[src/rtl/popcount_pkg.sv]
`default_nettype none
// ============================================================================
// Module      : popcount_pkg
// Description : Shared types and constant helpers for the popcount
//               accumulator: state encoding, clog2, per-word count width
//               derivation and accumulator saturation value.
// Revision    : 1.0 - initial release
// ============================================================================
package popcount_pkg;

    // Frame state: accumulating words, or holding a finished result
    typedef enum logic [0:0] {
        ACCUM = 1'b0,
        HOLD  = 1'b1
    } state_t;

    // Ceiling log2 for elaboration-time width derivation
    function automatic int clog2(input int value);
        int result;
        result = 0;
        for (int i = 0; i < 31; i++) begin
            if ((32'sd1 << i) < value) begin
                result = i + 1;
            end
        end
        return result;
    endfunction

    // Width needed to hold a count of 0..width set bits
    function automatic int cnt_width(input int width);
        return clog2(width) + 1;
    endfunction

    // All-ones value of an acc_w-bit accumulator (acc_w <= 64)
    function automatic logic [63:0] acc_max(input int acc_w);
        logic [63:0] m;
        m = '0;
        for (int i = 0; i < 64; i++) begin
            if (i < acc_w) begin
                m[i] = 1'b1;
            end
        end
        return m;
    endfunction

endpackage
`default_nettype wire

[src/rtl/popcount_accumulator_ones_count4.sv]
`default_nettype none
// ============================================================================
// Module      : ones_count4
// Description : Combinational ones counter for a 4-bit nibble (0..4).
// Revision    : 1.0 - initial release
// ============================================================================
module ones_count4 (
    input  logic [3:0] i_nibble,
    output logic [2:0] o_count
);

    // Plain adder tree; each bit zero-extended to the 3-bit result width
    always_comb begin
        o_count = {2'b00, i_nibble[0]} + {2'b00, i_nibble[1]}
                + {2'b00, i_nibble[2]} + {2'b00, i_nibble[3]};
    end

endmodule
`default_nettype wire

[src/rtl/popcount_accumulator.sv]
`default_nettype none
// ============================================================================
// Module      : popcount_accumulator
// Description : Two-stage pipelined ones counter for a WIDTH-bit word stream.
//               Per-word counts are accumulated (saturating) over a frame
//               closed by InLast; each frame total is presented on a held
//               valid/ready output.
//               Optional macro POPCOUNT_WORDS_EN adds OutWords, the number
//               of words in the frame (saturating at 65535).
// Revision    : 1.0 - initial release
// ============================================================================
module popcount_accumulator
    import popcount_pkg::*;
#(
    parameter  int WIDTH = 16,
    parameter  int ACC_W = 16,
    localparam int CNT_W = cnt_width(WIDTH)
) (
    input  logic             Clock,
    input  logic             Resetn,
    input  logic             InValid,
    output logic             InReady,
    input  logic [WIDTH-1:0] InData,
    input  logic             InLast,
    output logic             OutValid,
    input  logic             OutReady,
    output logic [ACC_W-1:0] OutCount,
    output logic             OutSat,
    output logic [CNT_W-1:0] WordCount
`ifdef POPCOUNT_WORDS_EN
    ,
    output logic [15:0]      OutWords
`endif
);

    localparam int                c_GROUPS       = WIDTH / 4;
    localparam int                c_SUM_W        = ACC_W + 1;
    localparam logic [63:0]       c_ACC_MAX_WIDE = acc_max(ACC_W);
    localparam logic [ACC_W-1:0]  c_ACC_MAX      = c_ACC_MAX_WIDE[ACC_W-1:0];

    // Stage-1 registers
    logic                         r_s1_valid;
    logic                         r_s1_last;
    logic [c_GROUPS-1:0][2:0]     r_s1_groups;

    // Frame state
    state_t                       r_state;
    logic [ACC_W-1:0]             r_acc;
    logic                         r_sat;

    // Combinational helpers
    logic [c_GROUPS-1:0][2:0]     w_groups;
    logic                         w_stall;
    logic                         w_s2_fire;
    logic [CNT_W-1:0]             w_word_cnt;
    logic [c_SUM_W-1:0]           w_sum_wide;
    logic                         w_ovf;
    logic [ACC_W-1:0]             w_sum_sat;

    // Nibble counters feeding stage 1
    generate
        for (genvar g = 0; g < c_GROUPS; g++) begin : g_groups
            ones_count4 u_ones_count4 (
                .i_nibble (InData[4*g +: 4]),
                .o_count  (w_groups[g])
            );
        end
    endgenerate

    // A finished last word cannot retire while the previous result is unread
    assign w_stall   = (r_state == HOLD) && !OutReady && r_s1_valid && r_s1_last;
    assign InReady   = !w_stall;
    assign w_s2_fire = r_s1_valid && !w_stall;

    // Stage 2 arithmetic: group sum and saturating frame accumulation
    always_comb begin
        w_word_cnt = '0;
        for (int g = 0; g < c_GROUPS; g++) begin
            w_word_cnt = w_word_cnt + CNT_W'(r_s1_groups[g]);
        end
        w_sum_wide = {1'b0, r_acc} + c_SUM_W'(w_word_cnt);
        w_ovf      = w_sum_wide[ACC_W];
        w_sum_sat  = w_ovf ? c_ACC_MAX : w_sum_wide[ACC_W-1:0];
    end

    // Stage 1: capture group counts with last/valid; frozen while stalled
    always_ff @(posedge Clock) begin
        if (!Resetn) begin
            r_s1_valid  <= 1'b0;
            r_s1_last   <= 1'b0;
            r_s1_groups <= '0;
        end else if (!w_stall) begin
            r_s1_valid <= InValid;
            r_s1_last  <= InValid && InLast;
            if (InValid) begin
                r_s1_groups <= w_groups;
            end
        end
    end

    // Stage 2 and frame FSM: accumulate, publish result, hold until taken
    always_ff @(posedge Clock) begin
        if (!Resetn) begin
            r_state   <= ACCUM;
            r_acc     <= '0;
            r_sat     <= 1'b0;
            WordCount <= '0;
            OutValid  <= 1'b0;
            OutCount  <= '0;
            OutSat    <= 1'b0;
        end else begin
            if (w_s2_fire) begin
                WordCount <= w_word_cnt;
                if (r_s1_last) begin
                    OutCount <= w_sum_sat;
                    OutSat   <= r_sat || w_ovf;
                    OutValid <= 1'b1;
                    r_state  <= HOLD;
                    r_acc    <= '0;
                    r_sat    <= 1'b0;
                end else begin
                    r_acc <= w_sum_sat;
                    r_sat <= r_sat || w_ovf;
                end
            end
            // Result consumed with no new one arriving on the same edge
            if ((r_state == HOLD) && OutReady && !(w_s2_fire && r_s1_last)) begin
                OutValid <= 1'b0;
                r_state  <= ACCUM;
            end
        end
    end

`ifdef POPCOUNT_WORDS_EN
    logic [15:0] r_words;
    logic [15:0] w_words_inc;

    assign w_words_inc = (r_words == 16'hFFFF) ? r_words : (r_words + 16'd1);

    // Per-frame word counter, published alongside the ones total
    always_ff @(posedge Clock) begin
        if (!Resetn) begin
            r_words  <= '0;
            OutWords <= '0;
        end else if (w_s2_fire) begin
            if (r_s1_last) begin
                OutWords <= w_words_inc;
                r_words  <= '0;
            end else begin
                r_words <= w_words_inc;
            end
        end
    end
`endif

endmodule
`default_nettype wire

[config.mk]
export PLATFORM = sky130hd
export DESIGN_NAME = popcount_accumulator
export DESIGN_NICKNAME = d
export VERILOG_FILES = /design/src/rtl/popcount_pkg.sv /design/src/rtl/popcount_accumulator_ones_count4.sv /design/src/rtl/popcount_accumulator.sv
export SDC_FILE = /design/constraint.sdc
export NUM_CORES = 1
export LEC_CHECK = 0
export CORE_UTILIZATION = 54
export DETAILED_ROUTE_END_ITERATION = 8
export PLACE_DENSITY = 0.8
export SETUP_SLACK_MARGIN = 0.5
export SLEW_MARGIN = 20
export SYNTH_ARGS = -nofsm -noshare
export SYNTH_HDL_FRONTEND = slang
export SYNTH_SLANG_ARGS = --single-unit
export TNS_END_PERCENT = 5
[constraint.sdc]
create_clock -name Clock -period 4.1 [get_ports Clock]
set_clock_uncertainty 0.1 [all_clocks]
set_input_delay 0.82 -clock Clock [delete_from_list [all_inputs] [get_ports Clock]]
set_output_delay 0.82 -clock Clock [all_outputs]
set_load 0.005 [all_outputs]
==> results.json, run 1 <==
{
  "status": "complete, no violations",
  "dpl_worst_slack_ns": 0.159,
  "vdd_drop_max_mv": 0.209,
  "grt_pass1_wl_um": 12100,
  "areaGrowthSynthToFinish_pct": 28.0,
  "initialDrtViolationCount": 85,
  "antenna_found_initial": 0,
  "dr_total_vias": 2624,
  "n_antenna_cell": 0,
  "grtUsageTotal_pct": 28.3,
  "fmaxAchievable_mhz": 267,
  "avgViaCountPerCell": 5.79,
  "drc_errors": 0,
  "ys.warnings.count": 0,
  "wl_um": 7310,
  "drtPass1Iterations": 5,
  "die_w_um": 75.8,
  "cp_max_fo": 8,
  "synth_seq_area_share_pct": 36.8,
  "critPathKind": "flip-flop to flip-flop",
  "die_area_um2": 5750,
  "critPathMaxStageDelay_ns": 0.52,
  "period_share_pct": 91.3,
  "synthMostInstantiatedCell": "dfxtp_1",
  "syn_nets": 379,
  "hp-start": "r_s1_groups[4]$_SDFFE_PN0P_",
  "path_clk_slew_ns": 0.10,
  "fp-row-count": 26,
  "ctsHoldBuffers": 0,
  "crit_required_ns": 4.19,
  "boundaryPins": 45,
  "port_buffers": 44,
  "setup_viol": 0,
  "design_area_um2": 3770,
  "cap_violations": 0,
  "h-tree-depth": 2,
  "worstPathCellList": "inv_1 > fa_1 > fa_1 > inv_1 > ha_1 > a21o_1 > a21o_1 > ha_4 > and3_4 > a22oi_4 > buf_12 > nor2_8 > buf_8 > nor4_2 > nor3_1",
  "clk_latency_ns": 0.31,
  "maxSlewHeadroom_pct": 50.2,
  "syn_inst": 330,
  "ys_ff_latch": 54,
  "clockBufferDepth": 2,
  "setup_ws_ns": 0.357,
  "drive_gt1_share_pct": 13.8,
  "endpoint_kind": "flip-flop",
  "start_kind": "flip-flop",
  "async_flop_share_pct": 0,
  "grt_pass1_vias": 2595,
  "worst_r2r_endpoint": "r_acc[15]$_SDFFE_PN0P_",
  "reg2regPathDepth": 15,
  "synth_top_cell_by_area": "dfxtp_1",
  "cp.arrival_ns": 3.83,
  "placedInstanceArea_um2": 3450,
  "min_period_ns": 3.74,
  "startpoint": "r_s1_groups[8]$_SDFFE_PN0P_",
  "powerDensity_nw_per_um2": 301,
  "nets": 431,
  "yosys-top-cells-area": "dfxtp_1 37%, fa_1 7.5%, ha_1 7.2%, a21boi_0 5.1%, nand2_1 4.2%",
  "synth_top_area_share_pct": 36.8,
  "cp.depth": 15,
  "worst_pin_slew_ns": 0.745,
  "synthTopCellsByCount": "54 x dfxtp_1, 33 x nand2_1, 24 x o21ai_0, 23 x nand3_1, 21 x a21oi_1",
  "die_h_um": 75.8,
  "place.gp.congestion": 0.908,
  "synth_ff_type": "dfxtp_1",
  "grt-ovfl-total": 0,
  "critPathBufInv": 4,
  "root_buffer": "clkbuf_8",
  "coreArea_um2": 5170,
  "ant_nets": 0,
  "grt_max_degree": 26,
  "start_util_pct": 56.9,
  "synth.avg_cell_area_um2": 8.91,
  "hp-class": "flip-flop to flip-flop",
  "cts_buffers": 5,
  "ff2ff_setup_slack_ns": 0.36,
  "rsz0062_at_grt": "true",
  "cts_tree": "yes",
  "synth_area_um2": 2940,
  "yosys.cell_types.count": 49,
  "critPathCapture": "r_acc[15]$_SDFFE_PN0P_",
  "setup-tns-final_ns": 0,
  "clkSinkCount": 54,
  "hold_viol": 0,
  "wl_per_cell_um": 16.1,
  "fillers": 394,
  "cp_slowest_cell": "fa_1",
  "hpwl_um": 5080,
  "crit_family": "adder cells",
  "r2r-start": "r_s1_groups[8]$_SDFFE_PN0P_",
  "drv_slew": 0,
  "p_leak_uw": 0.00147,
  "synth_edf_count": 0
}
## cell type report
type,instances,area (um2),share of cell area (%)
clock inverters,2,37.5,0.997
repair buffers,59,586,15.5
well taps,70,87.6,2.33
clock buffers,6,72.6,1.93
multi-input cells,248,1850,49.0
inverters,14,52.6,1.40
flip-flops and latches,54,1080,28.8
## layout by cell type (no fill, tap or decap), types with 9 or more instances in the layout
| cell type | count |
|---|---|
| dfxtp_1 | 52 |
| a21boi_0 | 20 |
| ha_1 | 14 |
| nand2_1 | 32 |
| buf_4 | 12 |
| nor2_1 | 17 |
| clkdlybuf4s50_1 | 44 |
| nand3_1 | 23 |
| a21oi_1 | 21 |
| fa_1 | 10 |
| inv_1 | 14 |
| nor3_1 | 9 |
| o21ai_0 | 22 |
## state kept, by name, indices dropped and copies added, names as in the netlist
signal and flops:
WordCount 5, OutCount 16, r_sat 1, OutSat 1, r_acc 16, r_s1_groups 12
r_state 1, r_s1_last 1, r_s1_valid 1
## report_power, final
group / switching (uW) / total, uW / internal, uW / leakage, uW
Clock: 174 / 356 / 182 / 0.0000514
Sequential: 14.8 / 560 / 545 / 0.000439
Combinational: 111 / 216 / 105 / 0.000976
## stage by stage
step | instances | utilization, % | hold slack (ns) | power [uW]
final | 453 | 72.8 | 0.368 | 1130
after global placement | 434 | 66.7 | 0.352 | 758
after floorplan | 330 | - | 0.338 | 692
after global routing | 453 | 72.8 | 0.394 | 1190
after detailed placement | 434 | 66.7 | 0.356 | 767
after CTS | 453 | 72.3 | 0.370 | 1140
## how the worst min path moves through the flow
stage / slack [ns] / depth (start not counted) / to
CTS: 0.37 / 2 / r_s1_groups[4]$_SDFFE_PN0P_
detailed placement: 0.36 / 2 / r_s1_groups[4]$_SDFFE_PN0P_
global route: 0.39 / 2 / WordCount[2]$_SDFFE_PN0P_
finish: 0.37 / 2 / r_s1_groups[4]$_SDFFE_PN0P_
global placement: 0.35 / 2 / r_s1_groups[4]$_SDFFE_PN0P_
floorplan: 0.34 / 2 / r_sat$_SDFFE_PN0P_
## logic make-up after synthesis
family / after synthesis / share of synthesized area, %
simple gates: 112 / 19.7
compound gates: 95 / 20.9
flops: 54 / 36.8
buf+inv: 29 / 4.30
fa+ha+maj: 28 / 14.7
xor+xnor: 11 / 3.28
mux: 1 / 0.340
## worst reg2reg max path: cells and delay by family, from the launching register on
family | cells | cell delay [ns]
flip-flops | 1 | 0.34
buffers and inverters | 4 | 0.42
AND/OR/NAND/NOR | 4 | 0.53
adder cells (fa/ha/maj) | 4 | 1.62
AO/OA/AOI/OAI | 3 | 0.62
## layer usage
layer / wire length [um] / track usage (%) / share of wire [%] / up-vias
met5: 0 / 0 / 0 / -
met4: 117 / 9.26 / 1.6 / 0
met3: 405 / 6.35 / 5.5 / 18
met2: 3470 / 46.7 / 47 / 80
met1: 3320 / 36.7 / 45 / 1251
li1: - / - / - / 1275
## what timing repair did
action,4_1_cts,5_1_grt
pin swaps,12,1
endpoints found under the setup margin,34,34
gates cloned,1,0
setup buffers,10,0
gates resized for setup,17,7
No activity file was read; power rests on OpenSTA's default activity.
==> inputs of run 2 (changes only) <==
--- a/config.mk
+++ b/config.mk
@@ -8,9 +8,9 @@
 export CORE_UTILIZATION = 54
 export DETAILED_ROUTE_END_ITERATION = 8
 export PLACE_DENSITY = 0.8
+export RECOVER_POWER = 50
 export SETUP_SLACK_MARGIN = 0.5
 export SLEW_MARGIN = 20
 export SYNTH_ARGS = -nofsm -noshare
 export SYNTH_HDL_FRONTEND = slang
 export SYNTH_SLANG_ARGS = --single-unit
-export TNS_END_PERCENT = 5
==> results.json, run 2 (synthesis results as in run 1) <==
{
  "status": "complete, but fails checks",
  "violations": "max-capacitance violations, max-slew violations",
  "coreArea_um2": 5170,
  "hpwl_um": 5080,
  "path_clk_slew_ns": 0.10,
  "vdd_drop_max_mv": 0.212,
  "port_buffers": 44,
  "ant_nets": 0,
  "avgViaCountPerCell": 5.90,
  "rsz0062_at_grt": "true",
  "crit_required_ns": 4.19,
  "clkSinkCount": 54,
  "critPathKind": "flip-flop to flip-flop",
  "powerDensity_nw_per_um2": 296,
  "cts_tree": "yes",
  "reg2regPathDepth": 15,
  "p_leak_uw": 0.00160,
  "drive_gt1_share_pct": 22.8,
  "die_area_um2": 5750,
  "final_common_cell": "dfxtp_1",
  "design_area_um2": 4010,
  "clk_latency_ns": 0.31,
  "fp-row-count": 26,
  "grt_max_degree": 26,
  "worst_pin_slew_ns": 1.76,
  "die_w_um": 75.8,
  "die_h_um": 75.8,
  "n_antenna_cell": 0,
  "drv_slew": 10,
  "worst_r2r_endpoint": "r_acc[15]$_SDFFE_PN0P_",
  "cp_max_fo": 8,
  "ctsHoldBuffers": 0,
  "grt_pass1_vias": 2638,
  "place.gp.congestion": 0.908,
  "finalNonFillerCells": 464,
  "initialDrtViolationCount": 164,
  "start_util_pct": 56.9,
  "period_share_pct": 93.2,
  "final_core_util_pct": 77.6,
  "drc_errors": 0,
  "start_kind": "flip-flop",
  "fmaxAchievable_mhz": 262,
  "grt-ovfl-total": 0,
  "grtUsageTotal_pct": 28.7,
  "setup_viol": 0,
  "root_buffer": "clkbuf_8",
  "hp-start": "WordCount[1]$_SDFFE_PN0P_",
  "hold_path_depth": 2,
  "placedInstanceArea_um2": 3450,
  "largestRegisters": "OutCount: 16 flops, r_acc: 16 flops, r_s1_groups: 12 flops",
  "boundaryPins": 45,
  "cp.arrival_ns": 3.91,
  "grt_pass1_wl_um": 12400,
  "nets": 442,
  "dpl.cell_count": 434,
  "clockBufferDepth": 2,
  "setup-tns-final_ns": 0,
  "maxSlewHeadroom_pct": -18.3,
  "cts_buffers": 5,
  "wl_um": 8210,
  "wl_per_cell_um": 17.7,
  "min_period_ns": 3.82,
  "most-common-layout-cells": "50 x dfxtp_1, 31 x nand2_1, 25 x dlygate4sd3_1",
  "drtPass1Iterations": 4,
  "cap_violations": 1,
  "hold_viol": 0,
  "antenna_found_initial": 0,
  "endpoint_kind": "flip-flop",
  "min_to": "WordCount[1]$_SDFFE_PN0P_",
  "areaGrowthSynthToFinish_pct": 36.5,
  "h-tree-depth": 2,
  "ff2ff_setup_slack_ns": 0.28,
  "r2r-start": "r_s1_groups[1]$_SDFFE_PN0P_",
  "dr_total_vias": 2736,
  "hp-class": "flip-flop to flip-flop"
}
[run 2: cell types whose count changed in the layout (fill, tap and decap cells not counted), moves of 6 or more]
cell             change
buf_4                +6
a21oi_1             -10
a21oi_2             +10
clkdlybuf4s50_1     -25
dlygate4sd3_1       +25
[run 2: layout make-up]
class	instances	area, um2
Tap cell	70	87.6
Multi-Input combinational cell	248	2010
Clock buffer	6	72.6
Timing Repair Buffer	70	664
Inverter	14	52.6
Sequential cell	54	1090
Fill cell	349	1160
Clock inverter	2	37.5
[run 2: worst max-delay path by stage]
| stage | from | end |
|---|---|---|
| floorplan | r_s1_groups[1]$_SDFFE_PN0P_ | r_acc[15]$_SDFFE_PN0P_ |
| global placement | r_s1_groups[1]$_SDFFE_PN0P_ | OutCount[11]$_SDFFE_PN0P_ |
| detailed placement | r_s1_groups[1]$_SDFFE_PN0P_ | OutCount[11]$_SDFFE_PN0P_ |
| CTS | r_s1_groups[1]$_SDFFE_PN0P_ | OutCount[11]$_SDFFE_PN0P_ |
| global route | r_s1_groups[1]$_SDFFE_PN0P_ | r_acc[15]$_SDFFE_PN0P_ |
| finish | r_s1_groups[1]$_SDFFE_PN0P_ | r_acc[15]$_SDFFE_PN0P_ |
[run 2: what timing repair did]
action                                  4_1_cts  5_1_grt
endpoints found under the setup margin       34       34
cloned                                        1        0
gates resized for setup                      30       37
setup buffers                                12        9
pin swaps                                    16       36
[run 2: routing by layer]
layer  global-route usage, %  wire [um]  part of all wire (%)
met1                    37.6       3550                    43
met5                       0          0                     0
met2                    47.2       3980                    48
met4                    9.67        244                   3.0
met3                    6.08        441                   5.4
[run 2: through the flow]
stage | hold WS [ns] | setup WS [ns] | power [uW]
global placement | 0.352 | 0.286 | 758
finish | 0.367 | 0.277 | 1190
detailed placement | 0.356 | 0.159 | 767
global route | 0.388 | 0.212 | 1230
CTS | 0.370 | 0.424 | 1140
floorplan | 0.338 | 0.463 | 692
[run 2: critical path, cell delays in order, from the launching register on]
cell	delay, ns
dfxtp_2	0.35
inv_2	0.04
fa_1	0.56
inv_2	0.05
fa_1	0.44
ha_2	0.20
fa_2	0.35
xor2_2	0.23
ha_4	0.25
and3_4	0.19
a22oi_4	0.21
buf_12	0.15
nor2_8	0.06
buf_8	0.15
nor4_2	0.26
nor3_1	0.09
[run 2: power by group]
group / total (uW) / switching, uW / internal, uW
clock network: 363 / 180 / 183
registers: 560 / 15.2 / 545
logic: 264 / 133 / 131
total: 1190 / 328 / 859
==> inputs of run 3 (changes only) <==
--- a/config.mk
+++ b/config.mk
@@ -5,6 +5,7 @@
 export SDC_FILE = /design/constraint.sdc
 export NUM_CORES = 1
 export LEC_CHECK = 0
+export ABC_AREA = 1
 export CORE_UTILIZATION = 54
 export DETAILED_ROUTE_END_ITERATION = 8
 export PLACE_DENSITY = 0.8
==> results.json, run 3 <==
{
  "status": "complete, no violations",
  "maxSlewHeadroom_pct": 22.4,
  "avgViaCountPerCell": 5.60,
  "ys_ff_latch": 54,
  "clkSinkCount": 54,
  "crit_family": "adder cells",
  "critPathBufInv": 2,
  "fillers": 376,
  "cp.arrival_ns": 3.72,
  "cp_slowest_cell": "fa_1",
  "setup-tns-final_ns": 0,
  "n_antenna_cell": 0,
  "critPathMaxStageDelay_ns": 0.52,
  "synth_edf_count": 0,
  "powerDensity_nw_per_um2": 339,
  "endpoint_kind": "flip-flop",
  "vdd_drop_max_mv": 0.193,
  "regArea_um2": 1080,
  "grt_pass1_vias": 2610,
  "cts_buffers": 5,
  "place.gp.congestion": 0.899,
  "cp_max_fo": 6,
  "finalPower_uw": 1310,
  "dr_total_vias": 2851,
  "synth_ff_type": "dfxtp_1",
  "cts_tree": "yes",
  "synth_seq_area_share_pct": 36.1,
  "synth_top_cell_by_area": "dfxtp_1",
  "synthTopCellsByCount": "119 x nand2_1, 54 x dfxtp_1, 36 x inv_1, 30 x nor2_1, 28 x nand3_1",
  "startpoint": "r_s1_groups[1]$_SDFFE_PN0P_",
  "cpMostUsedCell": "nand3_4",
  "root_buffer": "clkbuf_8",
  "crit_required_ns": 4.15,
  "grt_pass1_wl_um": 12200,
  "period_share_pct": 89.5,
  "clockBufferDepth": 2,
  "hp-start": "OutCount[6]$_SDFFE_PN0P_",
  "async_flop_share_pct": 0,
  "hpwl_um": 4980,
  "h-tree-depth": 2,
  "grt-ovfl-total": 0,
  "multiInputGateArea_um2": 1970,
  "largestRegisters": "OutCount: 16 flops, r_acc: 16 flops, r_s1_groups: 12 flops",
  "path_clk_slew_ns": 0.10,
  "syn_inst": 391,
  "most-common-layout-cells": "105 x nand2_1, 52 x dfxtp_1, 36 x inv_1",
  "drive_gt1_share_pct": 18.0,
  "yosys.cell_types.count": 29,
  "p_leak_uw": 0.00174,
  "grtUsageTotal_pct": 26.3,
  "min_period_ns": 3.67,
  "yosys-top-cells-area": "dfxtp_1 36%, nand2_1 15%, fa_1 7.3%, ha_1 7.1%, nand3_1 4.7%",
  "die_area_um2": 5850,
  "fp-row-count": 26,
  "initialDrtViolationCount": 255,
  "synth_area_um2": 3000,
  "hp-class": "flip-flop to flip-flop",
  "antenna_found_initial": 0,
  "port_buffers": 44,
  "drc_errors": 0,
  "boundaryPins": 45,
  "drv_slew": 0,
  "final_common_cell": "nand2_1",
  "coreArea_um2": 5240,
  "ctsHoldBuffers": 0,
  "start_util_pct": 57.2,
  "clk_latency_ns": 0.31,
  "synth.avg_cell_area_um2": 7.67,
  "r2r-start": "r_s1_groups[1]$_SDFFE_PN0P_",
  "areaGrowthSynthToFinish_pct": 29.5,
  "rsz0062_at_grt": "true",
  "wl_per_cell_um": 15.4,
  "ant_nets": 0,
  "worst_pin_slew_ns": 1.16,
  "drtPass1Iterations": 5,
  "synth_top_area_share_pct": 36.1,
  "fmaxAchievable_mhz": 273,
  "syn_nets": 440,
  "nets": 487,
  "critPathKind": "flip-flop to flip-flop",
  "worstPathCellList": "inv_2 > fa_1 > inv_1 > fa_1 > ha_2 > fa_2 > xor2_4 > ha_4 > or2_4 > nand3_4 > nand2_8 > nand3_4 > nand3_4 > nand2_2 > a21oi_2",
  "setup_viol": 0,
  "die_h_um": 76.5,
  "hold_viol": 0,
  "synthMostInstantiatedCell": "nand2_1",
  "start_kind": "flip-flop",
  "die_w_um": 76.5,
  "wl_um": 7830,
  "grt_max_degree": 23,
  "ys.warnings.count": 0,
  "cap_violations": 0
}
## run 3: cell types whose count changed in the layout (fill, tap and decap cells not counted), moves of 7 or more
cell	before	now
a21boi_0	17	0
nand2_1	31	105
nand3_2	1	9
nor3_1	9	0
buf_4	18	6
nand2_2	2	16
nor2_1	15	29
a21oi_1	11	18
inv_1	11	36
nand3_4	0	8
## run 3: tightest hold or removal path, cell delays in order (launching register included)
cell,delay [ns]
dfxtp_1,0.32
nand2_1,0.06
nand2_1,0.04
## run 3: cell families after synthesis
logic type / after synthesis / synth area share, %
buffers and inverters: 50 / 6.93
AOI/OAI and AO/OA: 54 / 10.4
adders and majority gates: 28 / 14.4
xor gates and xnor gates: 3 / 0.877
DFF: 54 / 36.1
and+or+nand+nor: 202 / 31.3
## run 3: final timing paths
kind,slack [ns],cells past startpoint,to
worst max-delay path,0.43,15,r_acc[6]$_SDFFE_PN0P_
worst max register to register,0.43,15,r_acc[6]$_SDFFE_PN0P_
worst min register to register,0.35,2,OutCount[6]$_SDFFE_PN0P_
worst min-delay path,0.35,2,OutCount[6]$_SDFFE_PN0P_
## run 3: power by group
part / total, uW / switching [uW] / internal, uW / leakage (uW)
Sequential: 565 / 17.1 / 548 / 0.000440
Clock: 358 / 175 / 182 / 0.0000514
Combinational: 391 / 218 / 173 / 0.00125
## run 3: through the flow
step                util (%)  instance area, um2  worst slack, ns  std cells  hold slack [ns]
floorplan                  -                3000            0.505        391            0.346
global placement        66.4                3480            0.392        495            0.335
detailed placement      66.4                3480            0.289        495            0.339
CTS                     69.9                3660            0.515        505            0.359
global route            74.1                3880            0.339        509            0.374
finish                  74.1                3880            0.431        509            0.354
## run 3: layout make-up
type                    instances  area share [%]
clock buffers                   6            1.87
clock inverters                 2           0.967
inverters                      38            3.68
multi-input cells             288            50.7
flip-flops and latches         54            27.9
well taps                      70            2.26
repair buffers                 51            12.6
## run 3: what timing repair did
action / CTS / global route
buffers inserted: 1 / 4
gates cloned: 1 / 0
hold endpoints to repair: 0 / 0
endpoints found under the setup margin: 34 / 34
resized for setup: 8 / 46
pin swaps: 0 / 19
## run 3: layer usage
layer  part of all wire, %  global-route usage [%]  up-vias  routed length (um)
met5                     0                       0        -                   0
met4                   3.2                    6.15        0                 250
met3                   8.3                    5.99       38                 650
met2                    46                    42.5      161                3570
met1                    43                    35.5     1307                3360
li1                      -                       -     1345                   -
